File: src/rtl/debug_seg_driver_if.sv
// Avalon-MM slave bus bundle for the debug 7-segment / LED driver.
// Latency: n/a (signal bundle only).
// Backpressure: none; the slave has no waitrequest and a fixed read latency of 1.
//
// Signals: avs_address[2:0] word address, avs_read / avs_write strobes,
//          avs_writedata[31:0], avs_readdata[31:0].
interface debug_seg_driver_if;
    logic [2:0]  avs_address;
    logic        avs_read;
    logic        avs_write;
    logic [31:0] avs_writedata;
    logic [31:0] avs_readdata;

    modport master (
        output avs_address,
        output avs_read,
        output avs_write,
        output avs_writedata,
        input  avs_readdata
    );

    modport slave (
        input  avs_address,
        input  avs_read,
        input  avs_write,
        input  avs_writedata,
        output avs_readdata
    );
endinterface

File: src/rtl/debug_seg_driver.sv
// Register-mapped driver for six active-low 7-segment digits and ten LEDs, hex or BCD display.
// Latency: read data 1 cycle; hex digits 2 cycles after a write; decimal digits 26 cycles after start.
// Backpressure: none; every bus access completes in one cycle, a busy conversion is restarted or aborted.
//
// Ports: clk, reset_n (async, active-low); avs (Avalon-MM slave bundle);
//        seg_out[41:0] digit n at [7n+6:7n], active-low; led_out[9:0] active-high.
module debug_seg_driver #(
    parameter int DEFAULT_BLINK_DIV = 25000000
) (
    input  logic                       clk,
    input  logic                       reset_n,
    debug_seg_driver_if.slave          avs,
    output logic [41:0]                seg_out,
    output logic [9:0]                 led_out
);
    localparam logic [25:0] LP_DIV_RST = 26'(DEFAULT_BLINK_DIV);
    localparam logic [41:0] LP_DASHES  = {6{7'h3F}};
    localparam logic [41:0] LP_ZEROS   = {6{7'h40}};

    typedef enum logic [1:0] {S_IDLE, S_CONV, S_DONE} state_t;

    function automatic logic [6:0] f_hex7(input logic [3:0] i_nib);
        case (i_nib)
            4'h0: f_hex7 = 7'h40;  4'h1: f_hex7 = 7'h79;
            4'h2: f_hex7 = 7'h24;  4'h3: f_hex7 = 7'h30;
            4'h4: f_hex7 = 7'h19;  4'h5: f_hex7 = 7'h12;
            4'h6: f_hex7 = 7'h02;  4'h7: f_hex7 = 7'h78;
            4'h8: f_hex7 = 7'h00;  4'h9: f_hex7 = 7'h10;
            4'hA: f_hex7 = 7'h08;  4'hB: f_hex7 = 7'h03;
            4'hC: f_hex7 = 7'h46;  4'hD: f_hex7 = 7'h21;
            4'hE: f_hex7 = 7'h06;  default: f_hex7 = 7'h0E;
        endcase
    endfunction

    // Architectural registers
    logic [23:0] r_value;
    logic        r_dec;
    logic [5:0]  r_blank;
    logic [5:0]  r_blink;
    logic [25:0] r_blink_div;
    logic [9:0]  r_leds;
    logic        r_ovf;
    logic [25:0] r_blink_cnt;
    logic        r_phase;
    // Conversion datapath and display pipeline
    logic [23:0] r_shift;
    logic [23:0] r_bcd;
    logic [4:0]  r_iter;
    logic [41:0] r_disp;
    logic [31:0] r_rdata;
    state_t      r_state;

    state_t      w_state_nxt;
    logic        w_busy, w_conv, w_done;
    logic        w_wr_value, w_wr_ctrl, w_wr_div, w_wr_leds;
    logic        w_start, w_abort, w_start_ovf;
    logic [23:0] w_start_val;
    logic [23:0] w_bcd_adj;
    logic [41:0] w_hex_seg, w_bcd_seg, w_seg_nxt;
    logic [31:0] w_rd_mux;
    logic        w_unused_wd;

    assign w_wr_value = avs.avs_write && (avs.avs_address == 3'd0);
    assign w_wr_ctrl  = avs.avs_write && (avs.avs_address == 3'd1);
    assign w_wr_div   = avs.avs_write && (avs.avs_address == 3'd2);
    assign w_wr_leds  = avs.avs_write && (avs.avs_address == 3'd3);
    assign w_unused_wd = &{1'b0, avs.avs_writedata[31:26]};

    // A VALUE write in decimal mode, or a DEC 0->1 edge, (re)starts conversion.
    // The VALUE write converts the incoming data, not the stale register.
    assign w_start     = (w_wr_value && r_dec) || (w_wr_ctrl && avs.avs_writedata[0] && !r_dec);
    assign w_abort     = w_wr_ctrl && !avs.avs_writedata[0];
    assign w_start_val = w_wr_value ? avs.avs_writedata[23:0] : r_value;
    assign w_start_ovf = (w_start_val > 24'd999999);

    // FSM: state register
    always_ff @(posedge clk or negedge reset_n) begin
        if (!reset_n) r_state <= S_IDLE;
        else          r_state <= w_state_nxt;
    end

    // FSM: next state
    always_comb begin
        w_state_nxt = r_state;
        if (w_abort) begin
            w_state_nxt = S_IDLE;
        end else if (w_start) begin
            w_state_nxt = w_start_ovf ? S_DONE : S_CONV;
        end else begin
            case (r_state)
                S_CONV:  w_state_nxt = (r_iter == 5'd23) ? S_DONE : S_CONV;
                S_DONE:  w_state_nxt = S_IDLE;
                default: w_state_nxt = S_IDLE;
            endcase
        end
    end

    // FSM: outputs
    always_comb begin
        w_busy = (r_state != S_IDLE);
        w_conv = (r_state == S_CONV);
        w_done = (r_state == S_DONE);
    end

    // Shift-add-3: bias every BCD nibble >= 5 before the next left shift.
    always_comb begin
        w_bcd_adj = r_bcd;
        for (int n = 0; n < 6; n++) begin
            if (r_bcd[4*n +: 4] >= 4'd5) w_bcd_adj[4*n +: 4] = r_bcd[4*n +: 4] + 4'd3;
        end
    end

    always_comb begin
        w_hex_seg = '0;
        w_bcd_seg = '0;
        for (int n = 0; n < 6; n++) begin
            w_hex_seg[7*n +: 7] = f_hex7(r_value[4*n +: 4]);
            w_bcd_seg[7*n +: 7] = f_hex7(r_bcd[4*n +: 4]);
        end
    end

    // BLANK wins over BLINK; both force the digit dark.
    always_comb begin
        w_seg_nxt = r_disp;
        for (int n = 0; n < 6; n++) begin
            if (r_blank[n] || (r_blink[n] && r_phase)) w_seg_nxt[7*n +: 7] = 7'h7F;
        end
    end

    always_comb begin
        w_rd_mux = '0;
        case (avs.avs_address)
            3'd0:    w_rd_mux = {8'd0, r_value};
            3'd1:    w_rd_mux = {10'd0, r_blink, 2'd0, r_blank, 7'd0, r_dec};
            3'd2:    w_rd_mux = {6'd0, r_blink_div};
            3'd3:    w_rd_mux = {22'd0, r_leds};
            3'd4:    w_rd_mux = {30'd0, r_ovf, w_busy};
            default: w_rd_mux = '0;
        endcase
    end

    always_ff @(posedge clk or negedge reset_n) begin
        if (!reset_n) begin
            r_value     <= '0;
            r_dec       <= 1'b0;
            r_blank     <= '0;
            r_blink     <= '0;
            r_blink_div <= LP_DIV_RST;
            r_leds      <= '0;
            r_ovf       <= 1'b0;
            r_blink_cnt <= '0;
            r_phase     <= 1'b0;
            r_shift     <= '0;
            r_bcd       <= '0;
            r_iter      <= '0;
            r_disp      <= LP_ZEROS;
            r_rdata     <= '0;
            seg_out     <= '1;
            led_out     <= '0;
        end else begin
            if (w_wr_value) r_value <= avs.avs_writedata[23:0];
            if (w_wr_ctrl) begin
                r_dec   <= avs.avs_writedata[0];
                r_blank <= avs.avs_writedata[13:8];
                r_blink <= avs.avs_writedata[21:16];
            end
            if (w_wr_leds) r_leds <= avs.avs_writedata[9:0];

            if (w_start) begin
                r_shift <= w_start_val;
                r_bcd   <= '0;
                r_iter  <= '0;
                r_ovf   <= w_start_ovf;
            end else begin
                if (w_abort) r_ovf <= 1'b0;
                if (w_conv) begin
                    r_bcd   <= {w_bcd_adj[22:0], r_shift[23]};
                    r_shift <= {r_shift[22:0], 1'b0};
                    r_iter  <= r_iter + 5'd1;
                end
            end

            // Hex tracks VALUE continuously; decimal only commits a finished,
            // non-superseded conversion so partial results never show.
            if (!r_dec) begin
                r_disp <= w_hex_seg;
            end else if (w_done && !w_start) begin
                r_disp <= r_ovf ? LP_DASHES : w_bcd_seg;
            end

            if (w_wr_div) begin
                r_blink_div <= avs.avs_writedata[25:0];
                r_blink_cnt <= '0;
                r_phase     <= 1'b0;
            end else if (r_blink_div == 26'd0) begin
                r_blink_cnt <= '0;
                r_phase     <= 1'b0;
            end else if (r_blink_cnt == r_blink_div - 26'd1) begin
                r_blink_cnt <= '0;
                r_phase     <= ~r_phase;
            end else begin
                r_blink_cnt <= r_blink_cnt + 26'd1;
            end

            if (avs.avs_read) r_rdata <= w_rd_mux;

            seg_out <= w_seg_nxt;
            led_out <= r_leds;
        end
    end

    assign avs.avs_readdata = r_rdata;

endmodule
File: src/flat_wrapper.sv
// flat-port wrapper written by rule: the top's interface ports become plain ports
module debug_seg_driver_flat 
#(
    parameter int DEFAULT_BLINK_DIV = 25000000
)
  (clk, reset_n, seg_out, led_out, avs_avs_address, avs_avs_read, avs_avs_write, avs_avs_writedata, avs_avs_readdata);
  debug_seg_driver_if avs_i ();
  input  logic clk;
  input  logic reset_n;
  output logic [41:0] seg_out;
  output logic [9:0] led_out;
  input wire logic [$bits(avs_i.avs_address)-1:0] avs_avs_address;
  input wire logic [$bits(avs_i.avs_read)-1:0] avs_avs_read;
  input wire logic [$bits(avs_i.avs_write)-1:0] avs_avs_write;
  input wire logic [$bits(avs_i.avs_writedata)-1:0] avs_avs_writedata;
  output wire logic [$bits(avs_i.avs_readdata)-1:0] avs_avs_readdata;
  assign avs_i.avs_address = avs_avs_address;
  assign avs_i.avs_read = avs_avs_read;
  assign avs_i.avs_write = avs_avs_write;
  assign avs_i.avs_writedata = avs_avs_writedata;
  assign avs_avs_readdata = avs_i.avs_readdata;
  debug_seg_driver #(.DEFAULT_BLINK_DIV(DEFAULT_BLINK_DIV)) u_core (.clk(clk), .reset_n(reset_n), .avs(avs_i), .seg_out(seg_out), .led_out(led_out));
endmodule
File: config.mk
export PLATFORM = sky130hd
export DESIGN_NAME = debug_seg_driver_flat
export DESIGN_NICKNAME = d
export VERILOG_FILES = /design/src/rtl/debug_seg_driver_if.sv /design/src/rtl/debug_seg_driver.sv /design/src/flat_wrapper.sv
export SDC_FILE = /design/constraint.sdc
export NUM_CORES = 1
export LEC_CHECK = 0
export BUFFER_PORTS_ARGS = -buffer_cell sky130_fd_sc_hd__buf_2
export CAP_MARGIN = 20
export CORE_ASPECT_RATIO = 1.1
export CORE_MARGIN = 2
export CORE_UTILIZATION = 36
export CTS_CLUSTER_SIZE = 28
export DETAILED_ROUTE_END_ITERATION = 10
export SLEW_MARGIN = 40
export SYNTH_ARGS = -nofsm -noshare
export SYNTH_HDL_FRONTEND = slang
export SYNTH_SLANG_ARGS = --single-unit
File: constraint.sdc
create_clock -name clk -period 7.5 [get_ports clk]
set_input_delay 1.5 -clock clk [delete_from_list [all_inputs] [get_ports clk]]
set_output_delay 1.5 -clock clk [all_outputs]
set_load 0.02 [all_outputs]
# ---- After elaboration in Yosys (flattened, before gate mapping)
# Memories as Yosys holds them, arrays and structs flattened.
# Index checks and enable logic that the tools add are counted.
dict set report op_classes {
  addsub 9
  reduce_logical 31
  muxes 36
  n_eq_ne 9
  bitwise 1
  order_cmp 7
}
# op count
set op_table {}
lappend op_table {{case mux 26 bit (5 select lines)} 1}
lappend op_table {{2-to-1 mux 42 bit} 3}
lappend op_table {{2-to-1 mux 24 bit} 5}
lappend op_table {{2-to-1 mux 26 bit} 3}
lappend op_table {{2-to-1 mux 7 bit} 6}
lappend op_table {{adder 26 x 1 -> 26 bit, second input constant} 1}
lappend op_table {{equality test 26 bit} 1}
lappend op_table {{zero test 26 bit} 1}
lappend op_table {{subtractor 26 x 1 -> 26 bit, second input constant} 1}
lappend op_table {{greater-or-equal comparator 4 x 3 -> 1 bit, second input constant} 6}
lappend op_table {{> comparator 24 x 20 -> 1 bit, second input constant} 1}
lappend op_table {{adder 4 x 2 -> 4 bit, second input constant} 5}
lappend op_table {{2-to-1 mux 4 bit} 5}
lappend op_table {{logical AND 1 bit} 15}
lappend op_table {{2-to-1 mux 2 bit} 5}
lappend op_table {{2-to-1 mux 5 bit} 2}
lappend op_table {{logical OR 1 bit} 7}
lappend op_table {{equality test 3 x 2 -> 1 bit, second input constant} 2}
lappend op_table {{nonzero test 2 bit} 3}
lappend op_table {{adder 5 x 1 -> 5 bit, second input constant} 1}
lappend op_table {{equality test 5 bit, second input constant} 1}
lappend op_table {{2-to-1 mux 1 bit} 5}
lappend op_table {{adder 3 x 2 -> 3 bit, second input constant} 1}
lappend op_table {{equality test 3 x 1 -> 1 bit, second input constant} 1}
lappend op_table {{other kinds (9)} 11}
dict set report totals {
  rom_bits 1344
  inputBits 39
  wordCells 122
  memories 12
  ff_bits 282
}
# name words word_bits read_ports rd_clocked_by_memory_dff wr line_no
set mem_list {}
lappend mem_list {{(name not given)} 16 7 1 0 0 debug_seg_driver.sv:23} ;# case (i_nib)
lappend mem_list {{(name not given)} 16 7 1 0 0 debug_seg_driver.sv:23}
lappend mem_list {{(name not given)} 16 7 1 0 0 debug_seg_driver.sv:23}
lappend mem_list {{(name not given)} 16 7 1 0 0 debug_seg_driver.sv:23}
lappend mem_list {{(name not given)} 16 7 1 0 0 debug_seg_driver.sv:23}
lappend mem_list {{(name not given)} 16 7 1 0 0 debug_seg_driver.sv:23}
lappend mem_list {{+6 memories} n/a n/a n/a n/a n/a n/a}

# ---- Depth between registers and ports, before layout
# Gate-level depths: netlist (run 1).
dict set report depth {
  word_depth 9
  ltp_mapped 12
  ltp_nobuf 9
}

# ---- Least setup slack after synthesis (run 1)
# OpenSTA, ideal clock, no wires.
dict set report synth_timing {
  path_type {input port to flip-flop}
  start {in avs_avs_address[0]}
  end {reg u_core.r_state[1]}
  setup_time_ps 120
  setup_slack_ps 3459
  path_buffers 4
  path_stages 9
  arrival_ps 3922
  cell_sequence {clkbuf_1 -> nor4b_1 -> clkbuf_1 -> clkbuf_1 -> clkbuf_1 -> mux2i_1 -> nand4_1 -> or3_1 -> and3b_1}
}
dict set report synth_between {
  elab_chain_cells 7
  elab_cells_between_ends 14
  cone_classes {order compare (1); eq/ne (1); mux (4); reduce/logical (8)}
}
# element line_no
set synth_rtl {}
lappend synth_rtl {{start, declared} flat_wrapper.sv:12} ;# input wire logic [$bits(avs_i.avs_address)-1:0] avs_avs_address;
lappend synth_rtl {{zero test 3 bit or equality test 3 x 1 -> 1 bit (tied branches)} {debug_seg_driver.sv:63, debug_seg_driver.sv:64}}
lappend synth_rtl {{logical AND 1 bit, on equally long branches} {debug_seg_driver.sv:63, debug_seg_driver.sv:64}}
lappend synth_rtl {{2-to-1 mux 24 bit or logical AND 1 bit (tied branches)} {debug_seg_driver.sv:73, debug_seg_driver.sv:71}}
lappend synth_rtl {{> comparator 24 x 20 -> 1 bit or logical AND 1 bit (tied branches)} {debug_seg_driver.sv:74, debug_seg_driver.sv:71}}
lappend synth_rtl {{2-to-1 mux 2 bit or logical OR 1 bit (tied branches)} {debug_seg_driver.sv:88, debug_seg_driver.sv:71}}
lappend synth_rtl {{2-to-1 mux 2 bit} debug_seg_driver.sv:87} ;# end else if (w_start) begin
lappend synth_rtl {{2-to-1 mux 2 bit *} debug_seg_driver.sv:85} ;# if (w_abort) begin
lappend synth_rtl {{net u_core.w_state_nxt[1]} debug_seg_driver.sv:53} ;# state_t w_state_nxt;
lappend synth_rtl {{end signal, assigned} debug_seg_driver.sv:79} ;# else r_state <= w_state_nxt;
lappend synth_rtl {{end, declared} debug_seg_driver.sv:51} ;# state_t r_state;
# Mark *: on every way through the listed nets, which the timed path passes. The rest lies on a longest branch.
# A chain may end at the register's enable or synchronous reset.

# ---- Final worst setup path (run 1)
dict set report layout_timing {
  start {in avs_avs_address[0]}
  end {reg u_core.r_shift[20]}
}
dict set report layout_between {
  elab_chain_cells 6
  elab_cells_between_ends 11
  cone_classes {eq/ne (1); mux (2); reduce/logical (8)}
}
# element line_no
set layout_rtl {}
lappend layout_rtl {{equality test 3 x 1 -> 1 bit} debug_seg_driver.sv:64} ;# assign w_wr_ctrl = avs.avs_write && (avs.avs_address == 3'd1);
lappend layout_rtl {{logical AND 1 bit} debug_seg_driver.sv:64}
lappend layout_rtl {{logical AND 1 bit (2 in a row)} debug_seg_driver.sv:71} ;# assign w_start = (w_wr_value && r_dec) || (w_wr_ctrl && avs.avs_writedata[0] && !r_dec);
lappend layout_rtl {{logical OR 1 bit} debug_seg_driver.sv:71}
lappend layout_rtl {{2-to-1 mux 24 bit or nonzero test 2 bit (tied branches)} n/a}
lappend layout_rtl {{end signal, assigned} debug_seg_driver.sv:170} ;# r_shift <= w_start_val;
lappend layout_rtl {{end signal, assigned} debug_seg_driver.sv:178} ;# r_shift <= {r_shift[22:0], 1'b0};
lappend layout_rtl {{end, declared} debug_seg_driver.sv:46} ;# logic [23:0] r_shift;
# Several ways; a longest one is shown, not always the timed one.

==> metrics, run 1 <==
initial antenna violation count=8; cells after synthesis=1,687; clock root buffer=clkbuf_16; I/O Buffers=110; Area growth syn-to-layout=13.15%; # resized after CTS=0; max capacitance violation total=0; DIE AREA=45,530 um^2; Post-synth ARST share=100.0%; final HPWL from detailed placement=29,240 um; area post-placement=16,740 um^2; Crit Path Class=input port to flop; final clock skew=0.01354 ns; setup_tns=0 ns; Seq/Total Area, Yosys=44.24%; Cell Area, Synth=15,780 um^2; global-route wire length before repair=65,500 um; Post-Synth Simple-Gate Area=17.75%; GRT Overall Usage=18.02%; post-synthesis register bit count=276; nets@finish=1,839; initial detailed-routing violation count=707; via count=12,220; Pwr Density=358.3 nW/um^2; status=completed; EDFF count, synth=0; CTS tree=built; part of the power in registers=40.8%; Worst Hold Class=flop to flop; clock power share=24.7%; largest net degree at the start of global routing=149; Pre-Repair DR Iteration Count=4; yosys synthesis warning count=0; Max IR drop VDD=0.0001611 V; core box area=43,340 um^2; cts bufs inserted=31; XOR/XNOR Fraction of Synth Area=3.774%; die width=203.6 um; post-synth cell types=73; multiplexer area fraction after synthesis=7.628%; worst slew pin tran=0.8806 ns; Tmin final=3.780 ns; Post-CTS Hold Fix Bufs=0; postcts setup bufs=0; WL/cell=17.84 um; crit path DAT=4.23 ns; Adder-Cell Fraction of Synth Area=5.947%; I/O pins=123; fmax=264.6 MHz; prevailing post-synth register cell=dfrtp_1; largest family of logic cells by synthesized area=simple AND/OR/NAND/NOR gates; switching share of power=38.35%; clock sink count=276; Synth Area in Compound Gates=15.15%; Clock transition at path regs=0.06 ns; clk buf depth=3; Critical Path RT=7.95 ns; Critical Path Sink Type=flop; cell row count=80; H-Tree Depth=1; RSZ-0062 raised after global routing=no; DR vias/cell=5.250; Rel. slew slack=40.75%; Gate power share=34.5%; Routed Antenna Nets=0; layout cells sized above 1=19.15%; initial core utilization=36.41%; mean cell area of the mapped netlist=9.354 um^2; final worst-path cycle share=50.39%; sw power=2453 uW; Pleak=0.007784 uW; final setup violation count=0; Pins Over Slew Limit=0; worst skew pair latency=0.57 ns; internal cell power=3944 uW; WL final=41,510 um; die height=223.6 um; final hold vios=0; final instance area=17,850 um^2; residual DRC count=0; maximum fanout along the worst path=26; vias in the first global route=11,860; grt total ovfl=0; gp weighted congestion=0.8446; CP Launch Type=input port; number of fill cells=4,253
[flip-flops by register name, indices dropped and copies added, names as in the netlist]
name and cells:
u_core.r_disp 42, u_core.seg_out 42, u_core.avs.avs_readdata 26, u_core.r_blink_cnt 26, u_core.r_blink_div 26, u_core.r_bcd 24, u_core.r_shift 24, u_core.r_value 24
u_core.led_out 10, u_core.r_leds 10, u_core.r_blank 6, u_core.r_blink 6, u_core.r_iter 5, u_core.r_state 2, u_core.r_dec 1, u_core.r_ovf 1
u_core.r_phase 1
[synthesized netlist by cell type (3+ instances only)]
master	number	area, um^2
o22ai_1	43	269.0
nor3b_1	8	60.06
o21ai_0	74	370.4
a21o_1	11	82.58
dfstp_2	60	1577
o21a_1	8	60.06
dfrtp_1	216	5405
or3b_2	5	43.79
a21oi_1	146	730.7
nor2b_1	16	100.1
buf_1	14	52.55
ha_1	75	938.4
buf_2	4	20.02
or4_1	6	45.04
o2111ai_1	6	52.55
a311oi_1	6	52.55
a21boi_0	4	30.03
nand4_1	15	93.84
mux4_2	9	202.7
or2_2	4	25.02
mux2_2	40	450.4
a211oi_1	25	187.7
inv_1	87	326.6
nor4_1	7	43.79
nor3_1	34	170.2
nor2_1	137	514.2
clkbuf_1	100	375.4
and3_1	23	143.9
nor3_2	20	200.2
buf_4	6	45.04
nand3b_1	6	45.04
xor2_1	33	289.0
o21bai_1	4	30.03
o211ai_1	11	82.58
and4_1	3	26.28
a221oi_1	10	87.58
nand3_1	27	135.1
nand2_1	160	600.6
nand2b_1	61	381.6
a31oi_1	34	212.7
xnor2_1	35	306.5
mux2i_1	55	550.5
buf_6	4	45.04
[kinds of logic after synthesis]
group,Yosys count
flops,276
other cells,1
mux,104
simple gates,550
xor+xnor,68
fa+ha+maj,75
compound gates,398
buf+inv,215
[path summary, 6_finish.rpt]
kind	from	end	slack (ns)	cells past startpoint
max	avs_avs_address[0]	u_core.r_shift[20]	3.72	8
min	u_core.r_leds[6]	u_core.led_out[6]	0.41	0
max reg2reg	u_core.r_blink_div[0]	u_core.r_blink_cnt[1]	3.74	10
min reg2reg	u_core.r_leds[6]	u_core.led_out[6]	0.41	0
max in group asynchronous	reset_n	u_core.r_blink_div[24]	5.46	3
min in group asynchronous	reset_n	u_core.r_disp[22]	0.86	1
[worst max-delay path: stages]
cell and delay, ns:
buf_2 0.44, nor2b_2 0.57, and2_0 0.19, buf_4 0.22
nand2_1 0.14, o21ai_4 0.62, buf_4 0.39, a21oi_1 0.11
[cells in the final DEF, fill, tap and decap left out, types with 6 or more instances in the layout]
cell type    n
dfrtp_1    216
nand2_1    160
a21oi_1    143
nor2_1     137
buf_2      109
inv_1       87
ha_1        75
o21ai_0     74
nand2b_1    60
dfstp_2     60
mux2i_1     55
o22ai_1     43
mux2_2      40
xnor2_1     35
nor3_1      34
a31oi_1     34
xor2_1      33
clkbuf_16   32
nand3_1     27
a211oi_1    25
and3_1      23
nor3_2      20
nand4_1     15
nor2b_1     14
buf_4       13
o211ai_1    11
a21o_1      11
a221oi_1    10
mux4_2       9
nor3b_1      8
nor4_1       7
o21a_1       7
clkbuf_8     7
or4_1        6
nand3b_1     6
o2111ai_1    6
a311oi_1     6
conb_1       6
clkinv_2     6
[power by group through the flow]
stage / Combinational (uW) / Clock (uW) / Sequential [uW]
final: 2210 / 1580 / 2610
after global routing: 2480 / 1690 / 2680
after CTS: 2220 / 1630 / 2600
after detailed placement: 2210 / 0 / 2630
after global placement: 2160 / 0 / 2610
after floorplan: 1700 / 0 / 2480
[per-stage QoR]
| step | utilization (%) | hold WS [ns] | power [uW] | setup WS, ns | cells |
|---|---|---|---|---|---|
| 2_1_floorplan | - | 0.3640 | 4180 | 3.459 | 1692 |
| 3_3_place_gp | 38.52 | 0.3888 | 4762 | 2.722 | 2263 |
| 3_5_place_dp | 38.62 | 0.3929 | 4834 | 2.965 | 2265 |
| 4_1_cts | 41.09 | 0.4063 | 6454 | 3.562 | 2322 |
| 5_1_grt | 41.18 | 0.4181 | 6851 | 3.466 | 2325 |
| 6_report | 41.20 | 0.4053 | 6397 | 3.721 | 2327 |
[final cells by class]
cell class	instances	area, um^2	share of cell area [%]
diodes	4	10.01	0.05606
well taps	574	718.2	4.022
inverters	87	326.6	1.829
clock inverters	13	152.6	0.8549
repair buffers	128	743.2	4.163
flip-flops and latches	276	6982	39.10
multi-input cells	1201	8006	44.84
clock buffers	44	915.9	5.130
[routing by layer]
layer	GRT usage, %	share of wire, %	vias up
li1	-	-	5954
met1	23.75	44	5963
met2	29.83	48	241
met3	3.360	5.0	53
met4	5.863	2.6	6
met5	0	0.077	-
(Power assumes the default switching activity.)
==> run 2: changes to the inputs <==
- clock period: 7.5 -> 3.7 ns (I/O delays scaled with it)
==> run 2 against run 1 <==
  * Final cell count up 0.60%
  * Critical path depth up 2
  * Wire length up 0.85%
  * Clock skew up 0.0046 ns
  * Via count up 0.45%
  * Register-to-register slack worse by 3.5 ns
  * Sequential share of layout area down 0.28 points
  * Clock-buffer cell count unchanged
  * Non-clock buffer count up 18
  * First-iteration DRC count up 12%
  * Highest routed layer unchanged
==> metrics, run 2 (synthesized netlist as in run 1, its figures left out) <==
status=completed; worst slew pin tran=0.7268 ns (-0.1538 ns); critical-path cell list=inv_1, ha_1, or4b_1, or4b_4, or3_4, a32oi_2, nand4_2, nor4_4, clkbuf_16, nor3_2; Buf/Inv on CP=2 (-1); Routed Antenna Nets=0 (unchanged); biggest regs=u_core.r_disp (42), u_core.seg_out (42); Critical Path RT=4.13 ns (-3.82 ns); final clock skew=0.01811 ns (+0.004567 ns); clock sink count=276 (unchanged); commonest non-fill, non-tap cells in the layout=dfrtp_1, nand2_1, a21oi_1; die height=223.6 um (unchanged); largest net degree at the start of global routing=101 (-32%); DR vias/cell=5.242 (-0.15%); final setup violation count=0 (unchanged); CP Launch Type=flop; final HPWL from detailed placement=30,110 um (+3.0%); initial detailed-routing violation count=792 (+12%); number of fill cells=4,243 (-0.24%); Rel. slew slack=51.54% (+11 points); nets@finish=1,856 (+0.92%); final hold vios=0 (unchanged); Area growth syn-to-layout=13.97%; final instance area=17,980 um^2 (+0.73%); Crit Path Class=flop to flop; global-route wire length before repair=66,450 um (+1.5%); Worst Hold Class=input port to asynchronous set/reset pin; H-Tree Depth=1 (unchanged); maximum fanout along the worst path=13 (-50%); initial antenna violation count=3 (-5); layout cells sized above 1=20.05% (+0.89 points); die width=203.6 um (unchanged); # resized after CTS=0 (unchanged); Worst path slowest cell=or4b_4; clock root buffer=clkbuf_16; via count=12,270 (+0.45%); WL final=41,870 um (+0.85%); GRT Overall Usage=18.38% (+0.36 points); clk buf depth=3 (unchanged); final worst-path cycle share=93.60%; max capacitance violation total=0 (unchanged); residual DRC count=0 (unchanged); Crit path max-delay family=simple AND/OR/NAND/NOR gates; Critical Path Sink Type=flop; pre-CTS WS=0.2063 ns (-2.758 ns); Pleak=0.007868 uW (+1.1%); setup ws final=0.2367 ns (-3.484 ns); area of the multi-input gates=7998 um^2 (-0.11%); RSZ-0062 raised after global routing=no; Post-CTS Hold Fix Bufs=0 (unchanged); Sequential Area=6982 um^2 (unchanged); I/O Buffers=110 (unchanged); area post-placement=16,880 um^2 (+0.86%); Max IR drop VDD=0.0003553 V (+120%); Clock transition at path regs=0.07 ns (about the same); initial core utilization=36.41% (unchanged); Pins Over Slew Limit=0 (unchanged); DIE AREA=45,530 um^2 (unchanged); cell row count=80 (unchanged); setup_tns=0 ns (unchanged); postcts setup bufs=0 (unchanged); Pre-Repair DR Iteration Count=5 (+1); Hold Slack=0.1367 ns (-0.2685 ns); CTS tree=built; crit path DAT=3.89 ns (-0.34 ns); Pwr Density=719.4 nW/um^2 (+100%); WL/cell=17.88 um (+0.25%); vias in the first global route=11,900 (+0.40%); Pwr Total=12,940 uW (+100%); cts bufs inserted=30 (-3.2%); I/O pins=123 (unchanged); Crit path largest cell delay=0.59 ns (-0.03 ns); gp weighted congestion=0.8623 (+2.1%); commonest non-fill, non-tap cell in the layout=dfrtp_1; worst skew pair latency=0.58 ns (about the same); Tmin final=3.463 ns; fmax=288.7 MHz; core box area=43,340 um^2 (unchanged); grt total ovfl=0 (unchanged)
run 2: changes by cell type in the layout (fill, tap and decap cells not counted), sizes merged:
cell / before / now
buf: 128 / 144
bufinv: 3 / 2
diode: 4 / 1
clkinvlp: 2 / 3
clkbuf: 44 / 46
clkinv: 7 / 6
run 2: path summary, 6_finish.rpt:
check | cells past startpoint | to | slack, ns | from
setup / recovery | 10 | u_core.r_blink_cnt[19] | 0.24 | u_core.r_blink_div[0]
max in group asynchronous | 2 | u_core.r_blink_cnt[6] | 2.58 | reset_n
hold / removal | 1 | u_core.r_disp[33] | 0.14 | reset_n
min in group clk | 0 | u_core.led_out[3] | 0.40 | u_core.r_leds[3]
hold reg to reg | 0 | u_core.led_out[3] | 0.40 | u_core.r_leds[3]
setup reg to reg | 10 | u_core.r_blink_cnt[19] | 0.24 | u_core.r_blink_div[0]
run 2: stage by stage:
step,cells,util [%]
finish,2341,41.50
global placement,2282,38.93
floorplan,1692,-
CTS,2338,41.40
detailed placement,2282,38.95
global route,2341,41.50
run 2: report_power, final:
group          switching (uW)  total (uW)  leakage (uW)  internal [uW]
clock network            1270        3150      0.000520           1890
registers                1130        5270       0.00332           4140
logic                    2570        4520       0.00403           1940
run 2: per-layer routing:
layer  vias up  part of all wire [%]  wire length (um)  global-route usage [%]
li1       5982                     -                 -                       -
met1      5943                    44             18530                   24.33
met2       264                    48             19910                   30.18
met3        79                   4.8              2018                   3.040
met4         4                   3.3              1388                   6.852
met5         -                 0.067                28                       0
run 2: worst reg2reg max path, stage by stage, from the launching register on:
cell and delay [ns]:
dfrtp_1 0.43, inv_1 0.10, ha_1 0.20, or4b_1 0.52
or4b_4 0.59, or3_4 0.41, a32oi_2 0.24, nand4_2 0.17
nor4_4 0.33, clkbuf_16 0.27, nor3_2 0.06
run 2: cell type report:
class	instances	share of cell area (%)
Multi-Input combinational cell	1201	44.47
Timing Repair Buffer	146	4.995
Clock inverter	12	0.6957
Sequential cell	276	38.82
Inverter	87	1.816
Clock buffer	44	5.197
Tap cell	574	3.993
Antenna cell	1	0.01391
